===== config.mk =====
export PLATFORM = sky130hd
export DESIGN_NAME = uart_cmd_parser_flat
export DESIGN_NICKNAME = d
export VERILOG_FILES = /design/src/rtl/uart_cmd_parser_pkg.sv /design/src/rtl/uart_cmd_parser_if.sv /design/src/rtl/uart_gap_timer.sv /design/src/rtl/uart_cmd_parser.sv /design/src/flat_wrapper.sv
export SDC_FILE = /design/constraint.sdc
export NUM_CORES = 1
export LEC_CHECK = 0
export CELL_PAD_IN_SITES_DETAIL_PLACEMENT = 2
export CELL_PAD_IN_SITES_GLOBAL_PLACEMENT = 2
export CORE_AREA = 2 2 94 96
export DETAILED_ROUTE_END_ITERATION = 10
export DIE_AREA = 0 0 96 98
export PLACE_DENSITY_LB_ADDON = 0.1
export SLEW_MARGIN = 20
export SYNTH_ARGS = -nofsm -noshare
export SYNTH_HDL_FRONTEND = slang
export SYNTH_HIERARCHICAL = 1
export SYNTH_SLANG_ARGS = --single-unit

===== constraint.sdc =====
create_clock -name sys_clk -period 2 [get_ports sys_clk]
set_input_delay 0.3 -clock sys_clk [delete_from_list [all_inputs] [get_ports sys_clk]]
set_output_delay 0.3 -clock sys_clk [all_outputs]
set_load 0.03 [all_outputs]

===== src/rtl/uart_cmd_parser_pkg.sv =====
// Shared types and constants for the UART command framer: FSM state encoding,
// default header bytes and payload widths.
package uart_cmd_pkg;

    localparam int unsigned CMD_W   = 8;
    localparam int unsigned PARAM_W = 16;

    localparam logic [7:0] HEAD0_DEF = 8'h55;
    localparam logic [7:0] HEAD1_DEF = 8'hAA;

    typedef enum logic [2:0] {
        S_IDLE,
        S_H1,
        S_CMD,
        S_PH,
        S_PL,
        S_CS
    } state_e;

endpackage


===== src/rtl/uart_cmd_parser_if.sv =====
// Byte-in / command-out bundle between the RS232 receiver, the framer and the
// control logic. master = byte source and command sink, slave = the framer.
interface uart_cmd_parser_if
    import uart_cmd_pkg::*;
();

    logic [7:0]         rs232_rx_data;
    logic               rs232_rx_flag;
    logic               cmd_valid;
    logic [CMD_W-1:0]   cmd_code;
    logic [PARAM_W-1:0] cmd_param;
    logic               frame_err;

    modport master (
        output rs232_rx_data,
        output rs232_rx_flag,
        input  cmd_valid,
        input  cmd_code,
        input  cmd_param,
        input  frame_err
    );

    modport slave (
        input  rs232_rx_data,
        input  rs232_rx_flag,
        output cmd_valid,
        output cmd_code,
        output cmd_param,
        output frame_err
    );

endinterface


===== src/rtl/uart_gap_timer.sv =====
// Inter-byte gap counter: cleared by each byte, held at zero while not running,
// flags expiry once the count reaches TO_CYC-1.
module uart_gap_timer #(
    parameter int unsigned CLK_FREQ   = 50_000_000,
    parameter int unsigned TIMEOUT_US = 2000
) (
    input  logic sys_clk,
    input  logic sys_rst_n,
    input  logic clr,
    input  logic run,
    output logic expired
);

    localparam int unsigned TO_CYC = CLK_FREQ / 1_000_000 * TIMEOUT_US;
    localparam int unsigned CNT_W  = $clog2(TO_CYC + 1);
    localparam logic [CNT_W-1:0] TERM = CNT_W'(TO_CYC - 1);

    logic [CNT_W-1:0] cnt_q, cnt_d;

    always_comb begin
        cnt_d = cnt_q;
        if (clr || !run) begin
            cnt_d = '0;
        end else if (cnt_q != TERM) begin
            cnt_d = cnt_q + 1'b1;
        end
    end

    always_ff @(posedge sys_clk or negedge sys_rst_n) begin
        if (!sys_rst_n) begin
            cnt_q <= '0;
        end else begin
            cnt_q <= cnt_d;
        end
    end

    assign expired = run && (cnt_q == TERM);

endmodule


===== src/rtl/uart_cmd_parser.sv =====
// Frames HEAD0 HEAD1 CMD PH PL [CS] out of the RS232 byte stream and emits verified
// commands. Define UART_CMD_CKSUM_EN to require and check the trailing checksum byte.
module uart_cmd_parser
    import uart_cmd_pkg::*;
#(
    parameter int unsigned CLK_FREQ   = 50_000_000,
    parameter int unsigned TIMEOUT_US = 2000,
    parameter logic [7:0]  HEAD0      = HEAD0_DEF,
    parameter logic [7:0]  HEAD1      = HEAD1_DEF
) (
    input logic              sys_clk,
    input logic              sys_rst_n,
    uart_cmd_parser_if.slave rx_cmd_io
);

    state_e             state_q, state_d;
    logic [CMD_W-1:0]   cmd_q, cmd_d;
    logic [7:0]         ph_q, ph_d;
    logic [CMD_W-1:0]   cmd_code_q, cmd_code_d;
    logic [PARAM_W-1:0] cmd_param_q, cmd_param_d;
    logic               cmd_valid_q, cmd_valid_d;
    logic               frame_err_q, frame_err_d;
`ifdef UART_CMD_CKSUM_EN
    logic [7:0]         pl_q, pl_d;
    logic [7:0]         sum_q, sum_d;
`endif

    logic       flag;
    logic [7:0] b;
    logic       expired;

    assign flag = rx_cmd_io.rs232_rx_flag;
    assign b    = rx_cmd_io.rs232_rx_data;

    uart_gap_timer #(
        .CLK_FREQ   (CLK_FREQ),
        .TIMEOUT_US (TIMEOUT_US)
    ) u_gap_timer (
        .sys_clk   (sys_clk),
        .sys_rst_n (sys_rst_n),
        .clr       (flag),
        .run       (state_q != S_IDLE),
        .expired   (expired)
    );

    always_comb begin
        state_d     = state_q;
        cmd_d       = cmd_q;
        ph_d        = ph_q;
        cmd_code_d  = cmd_code_q;
        cmd_param_d = cmd_param_q;
        cmd_valid_d = 1'b0;
        frame_err_d = 1'b0;
`ifdef UART_CMD_CKSUM_EN
        pl_d        = pl_q;
        sum_d       = sum_q;
`endif
        // A byte arriving on the timeout terminal count takes priority over the timeout.
        if (flag) begin
            case (state_q)
                S_IDLE: begin
                    if (b == HEAD0) state_d = S_H1;
                end
                S_H1: begin
                    if (b == HEAD1)      state_d = S_CMD;
                    else if (b == HEAD0) state_d = S_H1;
                    else                 state_d = S_IDLE;
                end
                S_CMD: begin
                    cmd_d   = b;
                    state_d = S_PH;
`ifdef UART_CMD_CKSUM_EN
                    sum_d   = b;
`endif
                end
                S_PH: begin
                    ph_d    = b;
                    state_d = S_PL;
`ifdef UART_CMD_CKSUM_EN
                    sum_d   = sum_q + b;
`endif
                end
`ifdef UART_CMD_CKSUM_EN
                S_PL: begin
                    pl_d    = b;
                    sum_d   = sum_q + b;
                    state_d = S_CS;
                end
                S_CS: begin
                    if (b == sum_q) begin
                        cmd_valid_d = 1'b1;
                        cmd_code_d  = cmd_q;
                        cmd_param_d = {ph_q, pl_q};
                    end else begin
                        frame_err_d = 1'b1;
                    end
                    state_d = S_IDLE;
                end
`else
                S_PL: begin
                    cmd_valid_d = 1'b1;
                    cmd_code_d  = cmd_q;
                    cmd_param_d = {ph_q, b};
                    state_d     = S_IDLE;
                end
`endif
                default: state_d = S_IDLE;
            endcase
        end else if (expired) begin
            state_d     = S_IDLE;
            frame_err_d = 1'b1;
        end
    end

    always_ff @(posedge sys_clk or negedge sys_rst_n) begin
        if (!sys_rst_n) begin
            state_q     <= S_IDLE;
            cmd_q       <= '0;
            ph_q        <= '0;
            cmd_code_q  <= '0;
            cmd_param_q <= '0;
            cmd_valid_q <= 1'b0;
            frame_err_q <= 1'b0;
`ifdef UART_CMD_CKSUM_EN
            pl_q        <= '0;
            sum_q       <= '0;
`endif
        end else begin
            state_q     <= state_d;
            cmd_q       <= cmd_d;
            ph_q        <= ph_d;
            cmd_code_q  <= cmd_code_d;
            cmd_param_q <= cmd_param_d;
            cmd_valid_q <= cmd_valid_d;
            frame_err_q <= frame_err_d;
`ifdef UART_CMD_CKSUM_EN
            pl_q        <= pl_d;
            sum_q       <= sum_d;
`endif
        end
    end

    assign rx_cmd_io.cmd_valid = cmd_valid_q;
    assign rx_cmd_io.cmd_code  = cmd_code_q;
    assign rx_cmd_io.cmd_param = cmd_param_q;
    assign rx_cmd_io.frame_err = frame_err_q;

endmodule


===== src/flat_wrapper.sv =====
// flat-port wrapper written by rule: the top's interface ports become plain ports
module uart_cmd_parser_flat import uart_cmd_pkg::*;
#(
    parameter int unsigned CLK_FREQ   = 50_000_000,
    parameter int unsigned TIMEOUT_US = 2000,
    parameter logic [7:0]  HEAD0      = HEAD0_DEF,
    parameter logic [7:0]  HEAD1      = HEAD1_DEF
)
  (sys_clk, sys_rst_n, rx_cmd_io_rs232_rx_data, rx_cmd_io_rs232_rx_flag, rx_cmd_io_cmd_valid, rx_cmd_io_cmd_code, rx_cmd_io_cmd_param, rx_cmd_io_frame_err);
  uart_cmd_parser_if rx_cmd_io_i ();
  input logic sys_clk;
  input logic sys_rst_n;
  input wire logic [$bits(rx_cmd_io_i.rs232_rx_data)-1:0] rx_cmd_io_rs232_rx_data;
  input wire logic [$bits(rx_cmd_io_i.rs232_rx_flag)-1:0] rx_cmd_io_rs232_rx_flag;
  output wire logic [$bits(rx_cmd_io_i.cmd_valid)-1:0] rx_cmd_io_cmd_valid;
  output wire logic [$bits(rx_cmd_io_i.cmd_code)-1:0] rx_cmd_io_cmd_code;
  output wire logic [$bits(rx_cmd_io_i.cmd_param)-1:0] rx_cmd_io_cmd_param;
  output wire logic [$bits(rx_cmd_io_i.frame_err)-1:0] rx_cmd_io_frame_err;
  assign rx_cmd_io_i.rs232_rx_data = rx_cmd_io_rs232_rx_data;
  assign rx_cmd_io_i.rs232_rx_flag = rx_cmd_io_rs232_rx_flag;
  assign rx_cmd_io_cmd_valid = rx_cmd_io_i.cmd_valid;
  assign rx_cmd_io_cmd_code = rx_cmd_io_i.cmd_code;
  assign rx_cmd_io_cmd_param = rx_cmd_io_i.cmd_param;
  assign rx_cmd_io_frame_err = rx_cmd_io_i.frame_err;
  uart_cmd_parser #(.CLK_FREQ(CLK_FREQ), .TIMEOUT_US(TIMEOUT_US), .HEAD0(HEAD0), .HEAD1(HEAD1)) u_core (.sys_clk(sys_clk), .sys_rst_n(sys_rst_n), .rx_cmd_io(rx_cmd_io_i));
endmodule

==> flow_metrics.env <==
export IMPL_powerDensity_nw_per_um2=739
export IMPL_cpMaxStageDelayCell="dfrtp_1"
export IMPL_cp_end_kind="register"
export IMPL_leakage_nw=1.54
export IMPL_peakVddDrop_uv=407
export IMPL_ant_nets=0
export IMPL_cp_arrival_ns=2.11
export IMPL_r2r_start="u_core/u_gap_timer/cnt_q[0]$_DFFE_PN0P_"
export IMPL_finalCritPeriodShare_pct=93.2
export IMPL_fin_worst_skew_ns=0.00747
export IMPL_crit_cells=7
export IMPL_max_freq_mhz=536
export IMPL_synthMuxAreaShare_pct=17.2
export IMPL_num_vias=1801
export IMPL_crit_required_ns=2.25
export IMPL_grt_pass1_vias=2079
export IMPL_num_io_pins=37
export IMPL_io_buffers=36
export IMPL_insertion_delay_ns=0.33
export IMPL_fp_dieH_um=98
export IMPL_worstPathCellList="ha_1 -> and4_1 -> and4_4 -> and2_1 -> nor2_2 -> nand2_1 -> a32oi_1"
export IMPL_cts_sinks=62
export IMPL_post_cts_buffers=0
export IMPL_grt_overflow_total=0
export IMPL_tns_ns=0
export IMPL_relSlewSlack_pct=73.4
export IMPL_stdcell_count=365
export IMPL_hpwl_um=4340
export IMPL_dieArea_um2=9410
export IMPL_grt_util_all_layers_pct=15.0
export IMPL_max_stage_delay_ns=0.42
export IMPL_cts_htree_levels=3
export IMPL_critPathLaunchType="register"
export IMPL_drc=0
export IMPL_first_pass_iters=3
export IMPL_multi_input_area_um2=1050
export IMPL_path_max_fanout=8
export IMPL_synth_cell_types=40
export IMPL_setup_viol=0
export IMPL_core_region_area_um2=8470
export IMPL_yosys_warnings=6
export IMPL_tightest_slew_ns=0.393
export IMPL_synth_area_um2=2680
export IMPL_area_growth_syn_to_layout_pct=27.5
export IMPL_seqCellArea_um2=1550
export IMPL_path_delay_family="simple AND/OR/NAND/NOR gates"
export IMPL_finalWeightedCongestion=0.729
export IMPL_vias_per_cell=4.93
export IMPL_seq_area_frac_synth_pct=57.9
export IMPL_maxCapViolations=0
export IMPL_synth_adder_area_share_pct=0.467
export IMPL_synth_compound_area_share_pct=3.36
export IMPL_ys_seq_elements=62
export IMPL_row_count=34
export IMPL_grt_max_degree=30
export IMPL_status="finished, final reports clean"
export IMPL_wl_um=6180
export IMPL_synthSimpleGateAreaFrac_pct=14.7
export IMPL_crit_path_start="u_core/u_gap_timer/cnt_q[0]$_DFFE_PN0P_"
export IMPL_antenna_found_initial=0
export IMPL_r2r_end="u_core/state_q[0]$_DFFE_PN0P_"
export IMPL_crit_type="reg -> reg"
export IMPL_synth_area_per_cell_um2=13.3
export IMPL_synth_fp_nets=214
export IMPL_place_inst=348
export IMPL_cts_tree="built"
export IMPL_synth_top_family_by_area="multiplexers"
export IMPL_cts_buffer_depth=2
export IMPL_hold_viol=0
export IMPL_die_width_um=96
export IMPL_grt_setup_unrepaired="no"
export IMPL_fin_crit_ns=1.86
export IMPL_synthCells=202
export IMPL_wl_per_cell_um=16.9
export IMPL_fillers=860
export IMPL_reg2reg_depth=7
export IMPL_clk_pin_slew_ns=0.08
export IMPL_synth_async_reset_ratio_pct=100
export IMPL_synthXorXnorAreaFrac_pct=3.59
export IMPL_r2r_setup_slack_ns=0.14
export IMPL_crit_buf_inv=0
export IMPL_hold_path_class="in -> async"
export IMPL_cts_made_buffers=9
export IMPL_synth_top_flop_cell="dfrtp_1"
export IMPL_root_buffer="clkbuf_8"
export IMPL_initial_core_util_pct=31.7
export IMPL_synth_enable_flop_cells=0
export IMPL_grt_pass1_wl_um=10800
export IMPL_num_antenna_cells=0
export IMPL_drt_initial_drc_count=23
export IMPL_fin_nets=264
export IMPL_drv_slew=0
export IMPL_layout_drive_gt1_share_pct=24.9
==> report_power, final <==
group	internal, mW	leakage (nW)	switching, mW
combinational	0.0286	0.565	0.0437
clock	0.700	0.106	0.500
sequential	1.25	0.867	0.000312
==> placed cells by master (no fill, tap or decap), types with 2 or more instances in the layout <==
cell and count:
xnor2_1 5, and4_1 3, clkbuf_8 9, nor4bb_1 4, mux2_1 9, or3_1 4, nor2_1 12, nand2_1 9
o21ai_0 2, nand4_1 4, clkdlybuf4s50_1 35, buf_4 10, mux2_2 31, nand3_2 2, nor2b_1 2, nand3_1 5
dfrtp_1 62, a21oi_1 5, xor2_1 6, nor4b_1 3, clkinv_2 2, bufinv_16 2, nor3_1 4, o31ai_1 2
==> cell families after synthesis <==
family,after synthesis
DFF,62
buffers and inverters,10
AOI/OAI and AO/OA,14
muxes,41
and+or+nand+nor,63
adders and majority gates,1
xor gates and xnor gates,11
==> layout make-up <==
cell class | instances | area share [%]
sequential | 62 | 45.4
multi-input combinational | 130 | 30.8
clock buffer | 10 | 3.73
timing repair buffer | 48 | 13.5
tap | 108 | 3.95
clock inverter | 6 | 2.52
inverter | 1 | 0.110
==> state kept, by name (all words and copies together), names as in the netlist <==
register and flops:
u_core/cmd_q 8, u_core/ph_q 8, u_core/rx_cmd_io.cmd_code 8, u_core/rx_cmd_io.cmd_param 16, u_core/rx_cmd_io.cmd_valid 1, u_core/rx_cmd_io.frame_err 1
u_core/state_q 3, u_core/u_gap_timer/cnt_q 17
==> worst max-delay path by stage <==
stage | to | slack, ns
floorplan | u_core/state_q[0]$_DFFE_PN0P_ | 0.12
global placement | u_core/state_q[0]$_DFFE_PN0P_ | 0.09
detailed placement | u_core/state_q[0]$_DFFE_PN0P_ | 0.07
CTS | u_core/state_q[0]$_DFFE_PN0P_ | 0.04
global route | u_core/state_q[0]$_DFFE_PN0P_ | 0.02
finish | u_core/state_q[0]$_DFFE_PN0P_ | 0.14
==> routing by layer <==
layer	vias to the layer above	track usage, %	wire length (um)
met5	-	0	0
met4	0	5.60	91
met3	7	3.70	207
met2	25	24.4	3160
met1	937	19.1	2720
li1	832	-	-
==> repair_timing <==
item | 4_1_cts | 5_1_grt
endpoints found under the hold margin | 7 | 0
hold buffers | 1 | 0
endpoints found under the setup margin | 0 | 1
gates resized for setup | 0 | 1
==> cells in the mapped netlist, types with 2 or more instances <==
cell type	number	area share, %
a21oi_1	5	0.93
and4_1	3	0.98
buf_2	2	0.37
buf_6	5	2.1
clkbuf_1	2	0.28
dfrtp_1	62	58
mux2_1	9	3.8
mux2_2	31	13
nand2_1	9	1.3
nand3_1	5	0.93
nand3_2	2	0.75
nand4_1	4	0.93
nor2_1	13	1.8
nor2b_1	2	0.47
nor3_1	4	0.75
nor4b_1	3	0.98
nor4bb_1	4	1.5
o21ai_0	2	0.37
o31ai_1	2	0.56
or3_1	4	0.93
xnor2_1	5	1.6
xor2_1	6	2.0
==> per-stage QoR <==
stage / utilization (%) / hold slack (ns) / power, mW / instance area, um^2 / worst slack (ns)
3_5_place_dp: 37.7 / 0.158 / 1.35 / 3190 / 0.0689
2_1_floorplan: - / 0.00441 / 1.29 / 2680 / 0.122
3_3_place_gp: 37.7 / 0.159 / 1.35 / 3190 / 0.0867
5_1_grt: 40.4 / 0.377 / 2.65 / 3420 / 0.0203
6_report: 40.4 / 0.354 / 2.53 / 3420 / 0.135
4_1_cts: 40.4 / 0.359 / 2.58 / 3420 / 0.0402
Note: power is estimated with default switching activity, not from simulation.
